<file path="src/rtl/vga_timing_gen.sv">
// VGA raster timing generator: free-running pixel/line counters, an early pixel
// request window for a fixed-latency source, and aligned sync/de/video outputs.
module vga_timing_gen #(
    parameter int unsigned H_ACTIVE   = 640,
    parameter int unsigned H_FP       = 16,
    parameter int unsigned H_SYNC     = 96,
    parameter int unsigned H_BP       = 48,
    parameter int unsigned V_ACTIVE   = 480,
    parameter int unsigned V_FP       = 10,
    parameter int unsigned V_SYNC     = 2,
    parameter int unsigned V_BP       = 33,
    parameter bit          HSYNC_POL  = 1'b0,
    parameter bit          VSYNC_POL  = 1'b0,
    parameter int unsigned PIPE_STAGE = 2,
    parameter int unsigned COLOR_W    = 12
) (
    input  logic               clk,
    input  logic               rstn,
    input  logic               pixEn,
    input  logic [COLOR_W-1:0] videoIn,
    output logic [10:0]        hAddr,
    output logic [9:0]         vAddr,
    output logic               videoOn,
    output logic               frameStart,
    output logic               lineStart,
    output logic               hSync,
    output logic               vSync,
    output logic               de,
    output logic [COLOR_W-1:0] videoOut
);

    localparam int unsigned H_TOTAL     = H_SYNC + H_BP + H_ACTIVE + H_FP;
    localparam int unsigned V_TOTAL     = V_SYNC + V_BP + V_ACTIVE + V_FP;
    localparam int unsigned H_ACT_START = H_SYNC + H_BP;
    localparam int unsigned H_ACT_END   = H_ACT_START + H_ACTIVE;
    localparam int unsigned V_ACT_START = V_SYNC + V_BP;
    localparam int unsigned V_ACT_END   = V_ACT_START + V_ACTIVE;

    // Reset image of a sync delay line: inner stages hold line-0 positions
    // 1..PIPE_STAGE-1 so the first sync pulse starts on the first enabled cycle.
    function automatic logic [PIPE_STAGE-1:0] sync_preset(input bit pol, input int unsigned span);
        logic [PIPE_STAGE-1:0] img;
        bit                    lvl;
        img = '0;
        for (int unsigned k = 0; k < PIPE_STAGE; k++) begin
            lvl = ((k < PIPE_STAGE - 1) && ((PIPE_STAGE - 1 - k) < span)) ? pol : !pol;
            if (lvl) img = img | (PIPE_STAGE'(1) << k);
        end
        return img;
    endfunction

    localparam logic [PIPE_STAGE-1:0] HS_PRESET = sync_preset(HSYNC_POL, H_SYNC);
    localparam logic [PIPE_STAGE-1:0] VS_PRESET = sync_preset(VSYNC_POL, H_TOTAL);

    logic [10:0]           h_cnt;
    logic [9:0]            v_cnt;
    logic                  h_last;
    logic                  v_last;
    logic [11:0]           h_sum;
    logic [10:0]           h_look;
    logic [9:0]            v_look;
    logic                  h_act;
    logic                  v_act;
    logic                  hs_raw;
    logic                  vs_raw;
    logic [PIPE_STAGE-1:0] req_sr;
    logic [PIPE_STAGE-1:0] hs_sr;
    logic [PIPE_STAGE-1:0] vs_sr;
    logic [PIPE_STAGE-1:0] req_next;
    logic [PIPE_STAGE-1:0] hs_next;
    logic [PIPE_STAGE-1:0] vs_next;
    logic                  line_start_q;
    logic                  frame_start_q;
    logic [COLOR_W-1:0]    video_q;

    assign h_last = (h_cnt == 11'(H_TOTAL - 1));
    assign v_last = (v_cnt == 10'(V_TOTAL - 1));

    // Raster position the outputs will show once this request leaves the pipe.
    always_comb begin : lookahead
        h_sum  = 12'(h_cnt) + 12'(PIPE_STAGE);
        h_look = 11'(h_sum);
        v_look = v_cnt;
        if (h_sum >= 12'(H_TOTAL)) begin
            h_look = 11'(h_sum - 12'(H_TOTAL));
            v_look = v_last ? '0 : v_cnt + 10'd1;
        end
    end

    always_comb begin : request
        h_act   = (h_look >= 11'(H_ACT_START)) && (h_look < 11'(H_ACT_END));
        v_act   = (v_look >= 10'(V_ACT_START)) && (v_look < 10'(V_ACT_END));
        videoOn = h_act && v_act;
        hAddr   = '0;
        vAddr   = '0;
        if (videoOn) begin
            hAddr = h_look - 11'(H_ACT_START);
            vAddr = v_look - 10'(V_ACT_START);
        end
        hs_raw = (h_look < 11'(H_SYNC)) ? HSYNC_POL : !HSYNC_POL;
        vs_raw = (v_look < 10'(V_SYNC)) ? VSYNC_POL : !VSYNC_POL;
    end

    // Delay-line inputs; the top stage of each shifted vector is the tap one
    // cycle ahead of the output register.
    assign req_next = PIPE_STAGE'({req_sr, videoOn});
    assign hs_next  = PIPE_STAGE'({hs_sr, hs_raw});
    assign vs_next  = PIPE_STAGE'({vs_sr, vs_raw});

    always_ff @(posedge clk or negedge rstn) begin : counters
        if (!rstn) begin
            h_cnt <= '0;
            v_cnt <= '0;
        end else if (pixEn) begin
            if (h_last) begin
                h_cnt <= '0;
                v_cnt <= v_last ? '0 : v_cnt + 10'd1;
            end else begin
                h_cnt <= h_cnt + 11'd1;
            end
        end
    end

    always_ff @(posedge clk or negedge rstn) begin : out_pipe
        if (!rstn) begin
            req_sr        <= '0;
            hs_sr         <= HS_PRESET;
            vs_sr         <= VS_PRESET;
            line_start_q  <= 1'b0;
            frame_start_q <= 1'b0;
            video_q       <= '0;
        end else if (pixEn) begin
            req_sr        <= req_next;
            hs_sr         <= hs_next;
            vs_sr         <= vs_next;
            line_start_q  <= h_last;
            frame_start_q <= h_last && v_last;
            video_q       <= req_next[PIPE_STAGE-1] ? videoIn : '0;
        end
    end

    assign de         = req_sr[PIPE_STAGE-1];
    assign hSync      = hs_sr[PIPE_STAGE-1];
    assign vSync      = vs_sr[PIPE_STAGE-1];
    assign lineStart  = line_start_q;
    assign frameStart = frame_start_q;
    assign videoOut   = video_q;

endmodule
</file>
<file path="config.mk">
export PLATFORM = sky130hd
export DESIGN_NAME = vga_timing_gen
export DESIGN_NICKNAME = d
export VERILOG_FILES = /design/src/rtl/vga_timing_gen.sv
export SDC_FILE = /design/constraint.sdc
export NUM_CORES = 1
export LEC_CHECK = 0
export BUFFER_PORTS_ARGS = -buffer_cell sky130_fd_sc_hd__buf_2
export CAP_MARGIN = 5
export CORE_ASPECT_RATIO = 1.75
export CORE_MARGIN = 1
export CORE_UTILIZATION = 40
export CTS_CLUSTER_DIAMETER = 150
export CTS_CLUSTER_SIZE = 14
export DETAILED_ROUTE_END_ITERATION = 8
export HOLD_SLACK_MARGIN = 0.12
export PLACE_DENSITY = 0.73
export SYNTH_ARGS = -nofsm -noshare
export SYNTH_HDL_FRONTEND = slang
export SYNTH_SLANG_ARGS = --single-unit
</file>
<file path="constraint.sdc">
create_clock -name clk -period 3.6 [get_ports clk]
set_input_delay 0.54 -clock clk [delete_from_list [all_inputs] [get_ports clk]]
set_output_delay 0.54 -clock clk [all_outputs]
set_load 0.05 [all_outputs]
</file>
==> summary.log, run 1 <==
qor: yosys.synth-warning-count 0
qor: status.run_status finished with violations
qor: cts.worst_skew_pair.late_latency 0.29 ns
qor: grt.global_route_wire_length_before_repair 16170 um
qor: floorplanning.std_cell_rows 42
qor: yosys.synth_seq_cells 41
qor: grt.antenna_found_initial 0
qor: layout.postLayoutCoreUtil 0.6704
qor: critical_path.required 3.06 ns
qor: detailed_routing.firstDrtPassIters 4
qor: detailed_routing.wirelength 10690 um
qor: cts.clock_tree.root_cell sky130_fd_sc_hd__clkbuf_16
qor: place.placement.cell_area 4492 um^2
qor: detailed_routing.detailedRoute.firstIterationViolations 141
qor: yosys.synth_enable_flop_cells 0
qor: timing.rsz0062_at_grt yes
qor: layout.fraction_of_layout_cells_with_a_size_suffix_above_1 0.4810
qor: layout.antenna_cells 0
qor: timing.slew_viol_final 0
qor: pwr.power.internal 1.738 mW
qor: critical_path.nature_of_the_critical_path_endpoint output pin
qor: yosys.synth_fp_nets 411
qor: critical_path.critical_path_arrival 3.54 ns
qor: status.violations_in_the_final_reports negative setup slack
qor: layout.nNetsFinal 550
qor: detailed_routing.post_drt_wl_per_cell 17.41 um
qor: timing.worstMarginPinSlew 0.9401 ns
qor: critical_path.timing.setup.critical_path_class flip-flop to output pin
qor: pwr.power.net_switching 1.322 mW
qor: critical_path.timing.reg2reg.worst_path_depth 16
qor: critical_path.crit_path_cell_trace ha_4, nor3b_2, and3_4, o31a_1, buf_6, a21oi_4, nor2_4, xnor2_2, ha_2, nand4_1, a31oi_2, o221ai_4, buf_12, buf_16, nor4b_4, buf_6
qor: critical_path.critPathSlowestCell sky130_fd_sc_hd__dfrtp_2
qor: critical_path.timing.critical_path.from h_cnt[2]
qor: critical_path.crit-reg2reg-capture hs_sr[0]
qor: run.cap_violations 0
qor: timing.final-setup-viol-count 22
qor: pwr.switching_share_of_total_power 0.4321
qor: floorplanning.placeableCoreArea 7672 um^2
qor: timing.clock.fmax 245.3 MHz
qor: critical_path.startpoint_type flip-flop
qor: grt.overflow 0
qor: timing.finalWorstPathRequiredPeriod 4.076 ns
qor: floorplanning.initial_core_util 0.4165
qor: worst_hold_path.hold_path_class primary input to async pin
qor: critical_path.cp_slowest_stage_delay 0.47 ns
qor: cts.path_clk_slew 0.07 ns
qor: detailed_routing.vias 3439
qor: timing.setup_ws -0.4762 ns
qor: timing.hold_violations 0
qor: pwr.ir_drop 446.2 uV
qor: yosys.synth.avg_cell_area 8.279 um^2
qor: critical_path.reg2reg_setup_slack 0.20 ns
qor: pwr.power_density 594.9 nW/um^2
qor: cts.max-clock-path-buffers 2
qor: yosys.synth.lib_cells_used.distinct 62
qor: yosys.post_synth_inst_count 386
qor: detailed_routing.antenna_left 0
qor: pwr.clkPwrFrac 0.150
qor: place.place.port_buffers 53
qor: place.dpl_worst_slack -0.1949 ns
qor: cts.cts.sinks 41
qor: detailed_routing.routed_via_density 5.601
qor: detailed_routing.drc_errors 0
qor: floorplanning.die_span_in_x 69.57 um
qor: critical_path.worstSetupEndpoint vAddr[9]
qor: layout.number_of_cells_in_the_finished_layout_apart_from_fillers 614
qor: cts.tritoncts done
qor: place.place.detailed.hpwl 7248 um
qor: pwr.static-leakage-power 2.331 nW
qor: timing.period_share 1.132
qor: floorplanning.floorplan.io_pins 54
qor: cts.clock_buffers_created_by_tritoncts 5
qor: floorplanning.die_y 120.2 um
qor: critical_path.maximum_fanout_encountered_on_the_critical_timing_path 7
qor: layout.layout.cells.most_common sky130_fd_sc_hd__buf_4
qor: place.globalplace.congestion 0.8930
qor: grt.grt_max_degree 42
qor: layout.stdcell_area 5144 um^2
qor: layout.layout-area-overhead-vs-synth 60.96%
qor: yosys.seq_area_frac_synth 0.3218
qor: floorplanning.design.die.area 8365 um^2
qor: grt.track_usage 0.2443
qor: timing.finalClockSkew 0.01036 ns
qor: yosys.syn-cell-area 3196 um^2
qor: critical_path.cpMostUsedCell sky130_fd_sc_hd__buf_6
qor: critical_path.worstReg2RegStart h_cnt[2]
qor: pwr.sequential_power_share 0.192
qor: cts.cts_htree_levels 2
qor: yosys.synthArstFlopShare 1.000
qor: layout.layout.cells.most_common_list sky130_fd_sc_hd__buf_4 (91), sky130_fd_sc_hd__dfrtp_1 (35), sky130_fd_sc_hd__nand2_1 (32)
qor: place.dp_cells 586
qor: yosys.synth_flop_cell sky130_fd_sc_hd__dfrtp_1
qor: grt.first_global_vias 3475
qor: pwr.comb_power_share 0.659
qor: timing.slew_headroom 0.3733
## cells in the mapped netlist (3+ instances only)
library cell,number,share of area
sky130_fd_sc_hd__nand4_1,7,0.014
sky130_fd_sc_hd__a21oi_1,8,0.013
sky130_fd_sc_hd__nand3_1,23,0.036
sky130_fd_sc_hd__clkbuf_1,16,0.019
sky130_fd_sc_hd__xor2_1,14,0.038
sky130_fd_sc_hd__inv_1,25,0.029
sky130_fd_sc_hd__and3_1,5,0.0098
sky130_fd_sc_hd__ha_1,10,0.039
sky130_fd_sc_hd__mux2_2,6,0.021
sky130_fd_sc_hd__buf_2,6,0.0094
sky130_fd_sc_hd__buf_6,4,0.014
sky130_fd_sc_hd__a21o_1,6,0.014
sky130_fd_sc_hd__nor3b_1,4,0.0094
sky130_fd_sc_hd__o21ai_1,4,0.0063
sky130_fd_sc_hd__nor4b_1,4,0.011
sky130_fd_sc_hd__or2_2,3,0.0059
sky130_fd_sc_hd__nand2_1,36,0.042
sky130_fd_sc_hd__xnor2_1,19,0.052
sky130_fd_sc_hd__a31oi_1,8,0.016
sky130_fd_sc_hd__a211oi_1,3,0.0070
sky130_fd_sc_hd__a21oi_2,3,0.0082
sky130_fd_sc_hd__and2_1,5,0.0098
sky130_fd_sc_hd__nor2_1,26,0.031
sky130_fd_sc_hd__dfrtp_1,39,0.31
sky130_fd_sc_hd__o21ai_0,29,0.045
sky130_fd_sc_hd__mux2i_1,4,0.013
sky130_fd_sc_hd__nor3_1,24,0.038
sky130_fd_sc_hd__or4_1,3,0.0070
## cells by family after synthesis
logic type                 Yosys count  share of synthesized area
buffers and inverters               54                    0.07752
AOI/OAI and AO/OA                   83                     0.1848
DFF                                 41                     0.3218
adders and majority gates           10                    0.03915
and+or+nand+nor                    154                     0.2475
xor gates and xnor gates            34                    0.09554
muxes                               10                    0.03367
## timing repair
item	4_1_cts	5_1_grt
gates cloned	2	0
buffers inserted	11	9
resized for setup	58	35
pin swaps	24	12
hold buffers	0	0
endpoints found under the setup margin	22	22
## power by group through the flow
stage	clock, mW	sequential, mW	combinational, mW
3_5_place_dp	0	0.585	1.53
4_1_cts	0.469	0.579	1.81
5_1_grt	0.485	0.595	2.12
6_report	0.459	0.586	2.02
3_3_place_gp	0	0.580	1.51
2_1_floorplan	0	0.586	1.02
## state kept, by name, summed over array words and instances (netlist names)
| name | count |
|---|---|
| hs_sr | 2 |
| frameStart | 1 |
| vs_sr | 2 |
| h_cnt | 11 |
| lineStart | 1 |
| videoOut | 12 |
| req_sr | 2 |
| v_cnt | 10 |
## routing by layer
metal	global-route usage	routed length (um)	up-vias
li1	-	-	1628
met3	0.03000	282	32
met4	0.1250	402	0
met2	0.4727	6125	95
met1	0.2504	3881	1684
met5	0	0	-
## worst min-delay path by stage
stage	slack, ns	endpoint	cells past startpoint
after floorplan	0.24	frameStart	0
after global placement	0.46	lineStart	1
after detailed placement	0.47	lineStart	1
after CTS	0.42	v_cnt[3]	1
after global routing	0.47	v_cnt[3]	1
final	0.39	v_cnt[3]	1
## cell type report
cell class	count	area [um^2]
clock buffer	5	125.1
clock inverter	3	25.02
multi-input combinational	291	2406
timing repair buffer	161	1350
fill	574	2529
sequential	41	1033
inverter	25	93.84
tap	88	110.1
## worst max-delay path, delay by kind of cell, from the launching register on
family	cells	cell delay [ns]
buf+inv	4	0.61
simple gates	5	0.98
compound gates	4	0.63
xor+xnor	1	0.15
fa+ha+maj	2	0.39
flops	1	0.47
## through the flow
stage                     TNS (ns)  hold slack, ns  power, mW
after floorplan            -0.1118          0.2444      1.609
after global placement     -0.8625          0.4607      2.095
after detailed placement    -2.439          0.4705      2.118
after CTS                   -6.845          0.4230      2.854
after global routing        -11.00          0.4738      3.197
final                       -8.566          0.3876      3.060
(Power assumes the default switching activity.)
==> inputs of run 2 (changes only) <==
Settings changed: GPL_TIMING_DRIVEN set to 0, PLACE_DENSITY 0.73 to 0.59.
==> run 2 against run 1 <==
Clock skew is 0.0029 ns lower. Wire length is 0.56% higher. Via count fell by 4.6%. Combinational power is 13% lower. The flow still finishes with violations (negative setup slack). Total power decreased by 6.8%. Register-to-register slack barely moved. Highest routed layer unchanged. Global-route usage grew 1.7 points. Hold slack gained 0.0041 ns. Sequential power is 2% lower. Utilization decreased by 3.4 points. Critical path type unchanged.
==> summary.log, run 2 (synthesis results as in run 1) <==
qor: critical_path.maximum_fanout_encountered_on_the_critical_timing_path 10
qor: detailed_routing.post_drt_wl_per_cell 18.54 um
qor: critical_path.crit_path_cell_trace buf_4, nand4_1, nor3_4, mux2i_2, buf_6, nand2_8, nand2_4, o21ai_4, ha_4, nor3_4, a211oi_4, a211oi_4, buf_8, nor3_4, clkbuf_4
qor: layout.layout-area-overhead-vs-synth 52.70%
qor: pwr.ir_drop 508.0 uV
qor: cts.max-clock-path-buffers 2
qor: critical_path.timing.reg2reg.worst_path_depth 17
qor: timing.slew_viol_final 0
qor: floorplanning.initial_core_util 0.4165
qor: layout.antenna_cells 0
qor: cts.cts_htree_levels 2
qor: floorplanning.design.die.area 8365 um^2
qor: layout.layout.cells.most_common sky130_fd_sc_hd__buf_4
qor: cts.path_clk_slew 0.07 ns
qor: worst_hold_path.hold_path_class primary input to async pin
qor: cts.worst_skew_pair.late_latency 0.29 ns
qor: place.placement.cell_area 3976 um^2
qor: layout.number_of_flip_flops_in_the_largest_register 12
qor: critical_path.critical_path_arrival 3.49 ns
qor: pwr.static-leakage-power 2.156 nW
qor: detailed_routing.vias 3280
qor: critical_path.cp_slowest_stage_delay 0.39 ns
qor: critical_path.worstSetupEndpoint vAddr[6]
qor: critical_path.required 3.06 ns
qor: detailed_routing.firstDrtPassIters 4
qor: timing.clock.fmax 247.9 MHz
qor: layout.stdcell_area 4880 um^2
qor: timing.rsz0062_at_grt yes
qor: detailed_routing.wirelength 10750 um
qor: timing.final.setup.tns -9.018 ns
qor: detailed_routing.drc_errors 0
qor: critical_path.crit-reg2reg-capture req_sr[0]
qor: grt.track_usage 0.2608
qor: timing.slew_headroom 0.3742
qor: detailed_routing.routed_via_density 5.655
qor: grt.antenna_found_initial 0
qor: layout.number_of_cells_in_the_finished_layout_apart_from_fillers 580
qor: critical_path.cpMostUsedCell sky130_fd_sc_hd__nor3_4
qor: critical_path.startpoint_type flip-flop
qor: cts.cts.sinks 41
qor: floorplanning.placeableCoreArea 7672 um^2
qor: critical_path.worstReg2RegStart h_cnt[6]
qor: place.globalplace.congestion 0.8905
qor: timing.fin_hold_ws 0.3917 ns
qor: detailed_routing.antenna_left 0
qor: timing.finalWorstPathRequiredPeriod 4.034 ns
qor: detailed_routing.detailedRoute.firstIterationViolations 162
qor: critical_path.timing.critical_path.from h_cnt[6]
qor: layout.postLayoutCoreUtil 0.6360
qor: floorplanning.die_span_in_x 69.57 um
qor: cts.clock_tree.root_cell sky130_fd_sc_hd__clkbuf_16
qor: floorplanning.std_cell_rows 42
qor: timing.worstMarginPinSlew 0.9387 ns
qor: place.place.port_buffers 53
qor: critical_path.timing.setup.critical_path_class flip-flop to output pin
qor: layout.nNetsFinal 516
qor: floorplanning.die_y 120.2 um
qor: place.place.detailed.hpwl 7139 um
qor: layout.layout.cells.most_common_list sky130_fd_sc_hd__buf_4 (53), sky130_fd_sc_hd__dfrtp_1 (37), sky130_fd_sc_hd__nand2_1 (34)
qor: timing.final-setup-viol-count 22
qor: status.violations_in_the_final_reports negative setup slack
qor: critical_path.critPathSlowestCell sky130_fd_sc_hd__a211oi_4
qor: critical_path.nature_of_the_critical_path_endpoint output pin
qor: run.cap_violations 0
qor: place.dp_cells 527
qor: cts.tritoncts done
qor: cts.clock_buffers_created_by_tritoncts 5
qor: pwr.power_density 584.7 nW/um^2
qor: layout.fraction_of_layout_cells_with_a_size_suffix_above_1 0.4268
qor: grt.grt_max_degree 42
qor: grt.overflow 0
qor: timing.setup_ws -0.4341 ns
qor: critical_path.reg2reg_setup_slack 0.20 ns
qor: status.run_status finished with violations
qor: timing.finalClockSkew 0.007463 ns
qor: grt.global_route_wire_length_before_repair 17110 um
qor: grt.first_global_vias 3416
qor: cts.post_cts_hold_buffer_count 0
qor: floorplanning.floorplan.io_pins 54
qor: timing.hold_violations 0
qor: timing.period_share 1.121
## run 2: per-layer routing
metal  up-vias  routed length (um)  track usage
met4         0                 505       0.1301
met1      1592                3919       0.2663
li1       1559                   -            -
met5         -                   0            0
met2        91                6006       0.5067
met3        38                 320      0.03333
## run 2: repair_timing
action / 4_1_cts / 5_1_grt
setup endpoints to repair: 23 / 22
cloned: 0 / 0
resized for setup: 64 / 23
buffers inserted: 44 / 10
hold endpoints to repair: 0 / 0
pin swaps: 24 / 9
## run 2: worst min-delay path by stage
stage | from | slack (ns) | to
after global routing | rstn | 0.48 | v_cnt[3]
after CTS | rstn | 0.43 | v_cnt[9]
after global placement | lineStart | 0.49 | lineStart
after floorplan | rstn | 0.24 | frameStart
after detailed placement | lineStart | 0.49 | lineStart
final | rstn | 0.39 | v_cnt[9]
## run 2: final cells by class
type                       count  area [um^2]
fill                         643         2793
multi-input combinational    291         2482
inverter                      25        93.84
tap                           88        110.1
clock inverter                 2        38.79
sequential                    41         1031
buffer                        23        187.7
clock buffer                   6        128.9
timing repair buffer         104        807.0
## run 2: critical path, delay by kind of cell (launching register included)
family          cells  cell delay, ns
simple gates        6            0.97
buf+inv             4            0.89
compound gates      3            0.56
flops               1            0.32
mux                 1            0.30
fa+ha+maj           1            0.17
## run 2: through the flow
step / worst slack, ns / total power [mW]
2_1_floorplan: -0.02869 / 1.609
3_3_place_gp: -0.5620 / 1.844
3_5_place_dp: -0.6232 / 1.867
4_1_cts: -0.3663 / 2.771
5_1_grt: -0.6053 / 3.010
6_report: -0.4341 / 2.853
## run 2: report_power, final
part           total (mW)  internal, mW  switching (mW)
Sequential          0.572         0.516          0.0562
Combinational        1.76         0.751            1.01
Clock               0.521         0.329           0.192
Total                2.85          1.60            1.26
==> inputs of run 3 (changes only) <==
Settings changed: CTS_BUF_LIST set to sky130_fd_sc_hd__clkbuf_4 sky130_fd_sc_hd__clkbuf_8.
==> run 3 against run 2 <==
Sequential share of layout area decreased by 0.45 points. Clock skew increased by 0.0066 ns. Sequential power decreased by 2%. Cell count increased by 2.2%. Register-to-register slack got worse by 0.05 ns. Highest routed layer unchanged. Total power increased by 3.5%. The run still ends with negative setup slack left. Wire length increased by 1.5%. Fmax decreased by 1.5%.
==> summary.log, run 3 (synthesis results as in run 1) <==
qor: detailed_routing.wirelength 10920 um
qor: cts.clock_buffers_created_by_tritoncts 5
qor: pwr.power_density 591.6 nW/um^2
qor: place.placement.cell_area 3976 um^2
qor: cts.cts_htree_levels 2
qor: pwr.power.internal 1.651 mW
qor: cts.post_cts_hold_buffer_count 0
qor: critical_path.timing.reg2reg.worst_path_depth 14
qor: critical_path.reg2reg_setup_slack 0.15 ns
qor: status.run_status finished with violations
qor: pwr.comb_power_share 0.675
qor: detailed_routing.antenna_left 0
qor: status.violations_in_the_final_reports negative setup slack
qor: floorplanning.initial_core_util 0.4165
qor: place.place.detailed.hpwl 7139 um
qor: layout.fillers 606
qor: grt.grt.met1_usage 0.2756
qor: grt.top_usage_layer met2
qor: grt.use_met2 0.5073
qor: detailed_routing.drc_errors 0
qor: timing.slew_headroom 0.3814
qor: cts.max-clock-path-buffers 2
qor: layout.antenna_cells 0
qor: grt.grt_max_degree 42
qor: detailed_routing.post_drt_wl_per_cell 18.41 um
qor: timing.clock.fmax 244.2 MHz
qor: layout.stdcell_area 4992 um^2
qor: critical_path.maximum_fanout_encountered_on_the_critical_timing_path 6
qor: timing.hold_violations 0
qor: run.cap_violations 0
qor: critical_path.startpoint_type flip-flop
qor: grt.antenna_found_initial 0
qor: grt.global_route_wire_length_before_repair 17310 um
qor: cts.cts.sinks 41
qor: floorplanning.std_cell_rows 42
qor: place.globalplace.congestion 0.8905
qor: grt.first_global_vias 3425
qor: grt.overflow 0
qor: timing.finalWorstPathRequiredPeriod 4.094 ns
qor: layout.layout.cells.most_common_list sky130_fd_sc_hd__buf_4 (56), sky130_fd_sc_hd__dfrtp_1 (36), sky130_fd_sc_hd__buf_6 (33), sky130_fd_sc_hd__nand2_1 (33), sky130_fd_sc_hd__buf_2 (31)
qor: floorplanning.die_span_in_x 69.57 um
qor: layout.layout-area-overhead-vs-synth 56.23%
qor: timing.finalClockSkew 0.01411 ns
qor: detailed_routing.vias 3359
qor: cts.path_clk_slew 0.09 ns
qor: critical_path.critical_path_arrival 3.55 ns
qor: critical_path.required 3.06 ns
qor: timing.worstMarginPinSlew 0.9280 ns
qor: timing.rsz0062_at_grt yes
qor: critical_path.worstReg2RegStart h_cnt[2]
qor: floorplanning.die_y 120.2 um
qor: layout.nNetsFinal 529
qor: detailed_routing.routed_via_density 5.664
qor: critical_path.timing.setup.critical_path_class flip-flop to output pin
qor: detailed_routing.firstDrtPassIters 4
qor: pwr.ir_drop 462.9 uV
qor: floorplanning.floorplan.io_pins 54
qor: grt.met3_resource_use_gr 0.03083
qor: timing.slew_viol_final 0
qor: pwr.sequential_power_share 0.190
qor: cts.clock_tree.root_cell sky130_fd_sc_hd__clkbuf_8
qor: pwr.clkPwrFrac 0.134
qor: floorplanning.placeableCoreArea 7672 um^2
qor: pwr.power.net_switching 1.303 mW
qor: critical_path.nature_of_the_critical_path_endpoint output pin
qor: timing.final-setup-viol-count 22
qor: pwr.switching_share_of_total_power 0.4411
qor: pwr.static-leakage-power 2.187 nW
qor: layout.number_of_flip_flops_in_the_largest_register 12
qor: timing.period_share 1.137
qor: worst_hold_path.hold_path_class primary input to async pin
qor: layout.layout.cells.most_common sky130_fd_sc_hd__buf_4
qor: timing.fin_hold_ws 0.3592 ns
qor: floorplanning.design.die.area 8365 um^2
qor: place.place.port_buffers 53
qor: cts.tritoncts done
qor: timing.setup_ws -0.4943 ns
qor: detailed_routing.detailedRoute.firstIterationViolations 195
qor: cts.worst_skew_pair.late_latency 0.31 ns
qor: layout.fraction_of_layout_cells_with_a_size_suffix_above_1 0.4475
qor: critical_path.crit-reg2reg-capture hs_sr[0]
qor: grt.track_usage 0.2651
## run 3: cell types whose count changed in the layout (fill, tap and decap cells not counted), moves of 2 or more
cell | before | now
sky130_fd_sc_hd__buf_2 | 33 | 31
sky130_fd_sc_hd__buf_4 | 53 | 56
sky130_fd_sc_hd__buf_6 | 20 | 33
sky130_fd_sc_hd__clkbuf_16 | 5 | 0
sky130_fd_sc_hd__clkbuf_8 | 0 | 5
## run 3: worst max path at each step
stage	startpoint	to	depth (start not counted)
3_5_place_dp	h_cnt[1]	vAddr[1]	15
2_1_floorplan	h_cnt[1]	hAddr[2]	12
3_3_place_gp	v_cnt[0]	vAddr[1]	15
4_1_cts	h_cnt[5]	vAddr[9]	14
5_1_grt	h_cnt[1]	vAddr[8]	15
6_report	h_cnt[1]	hAddr[9]	19
## run 3: layout make-up
class	instances	area, um^2	area share
Multi-Input combinational cell	291	2482	0.4972
Sequential cell	41	1032	0.2068
Timing Repair Buffer	117	954.7	0.1912
Tap cell	88	110.1	0.02206
Inverter	25	93.84	0.01880
Buffer	23	203.9	0.04085
Clock buffer	6	76.32	0.01529
Clock inverter	2	38.79	0.007769
## run 3: power groups by stage
stage	Combinational (mW)	Sequential [mW]	Clock, mW
after global routing	2.11	0.571	0.422
final	1.99	0.563	0.396
after CTS	1.78	0.571	0.406
after detailed placement	1.29	0.572	0
after global placement	1.27	0.572	0
after floorplan	1.02	0.586	0
## run 3: timing repair
action                                  in CTS  in global routing
setup buffers                               44                 21
endpoints found under the setup margin      23                 23
cloned                                       1                  0
resized for setup                           83                 24
pin swaps                                   32                 16
## run 3: stage by stage
stage	util	TNS [ns]	std cells	setup WS, ns	total power [mW]
floorplan	-	-0.1118	386	-0.02869	1.609
global placement	0.5174	-11.11	527	-0.5620	1.844
detailed placement	0.5183	-12.26	527	-0.6232	1.867
CTS	0.6208	-8.691	574	-0.4472	2.756
global route	0.6507	-13.89	593	-0.6752	3.104
finish	0.6507	-9.921	593	-0.4943	2.953
## run 3: routing by layer
| layer | vias up | part of all wire | wire, um |
|---|---|---|---|
| li1 | 1587 | - | - |
| met1 | 1627 | 0.36 | 3943 |
| met5 | - | 0 | 0 |
| met4 | 0 | 0.062 | 672 |
| met3 | 43 | 0.031 | 343 |
| met2 | 102 | 0.55 | 5956 |
## run 3: critical path, cell delays in order, from the launching register on
cell,delay (ns)
sky130_fd_sc_hd__dfrtp_2,0.44
sky130_fd_sc_hd__buf_4,0.15
sky130_fd_sc_hd__ha_4,0.16
sky130_fd_sc_hd__nor3b_2,0.17
sky130_fd_sc_hd__and3_4,0.19
sky130_fd_sc_hd__o31a_1,0.24
sky130_fd_sc_hd__a21o_1,0.13
sky130_fd_sc_hd__buf_6,0.15
sky130_fd_sc_hd__nand2_8,0.07
sky130_fd_sc_hd__nand2_4,0.07
sky130_fd_sc_hd__o21ai_4,0.06
sky130_fd_sc_hd__ha_4,0.17
sky130_fd_sc_hd__nor3_4,0.19
sky130_fd_sc_hd__and2_4,0.22
sky130_fd_sc_hd__a211oi_4,0.06
sky130_fd_sc_hd__buf_6,0.14
sky130_fd_sc_hd__buf_12,0.14
sky130_fd_sc_hd__buf_4,0.14
sky130_fd_sc_hd__nor3_4,0.17
sky130_fd_sc_hd__buf_6,0.18
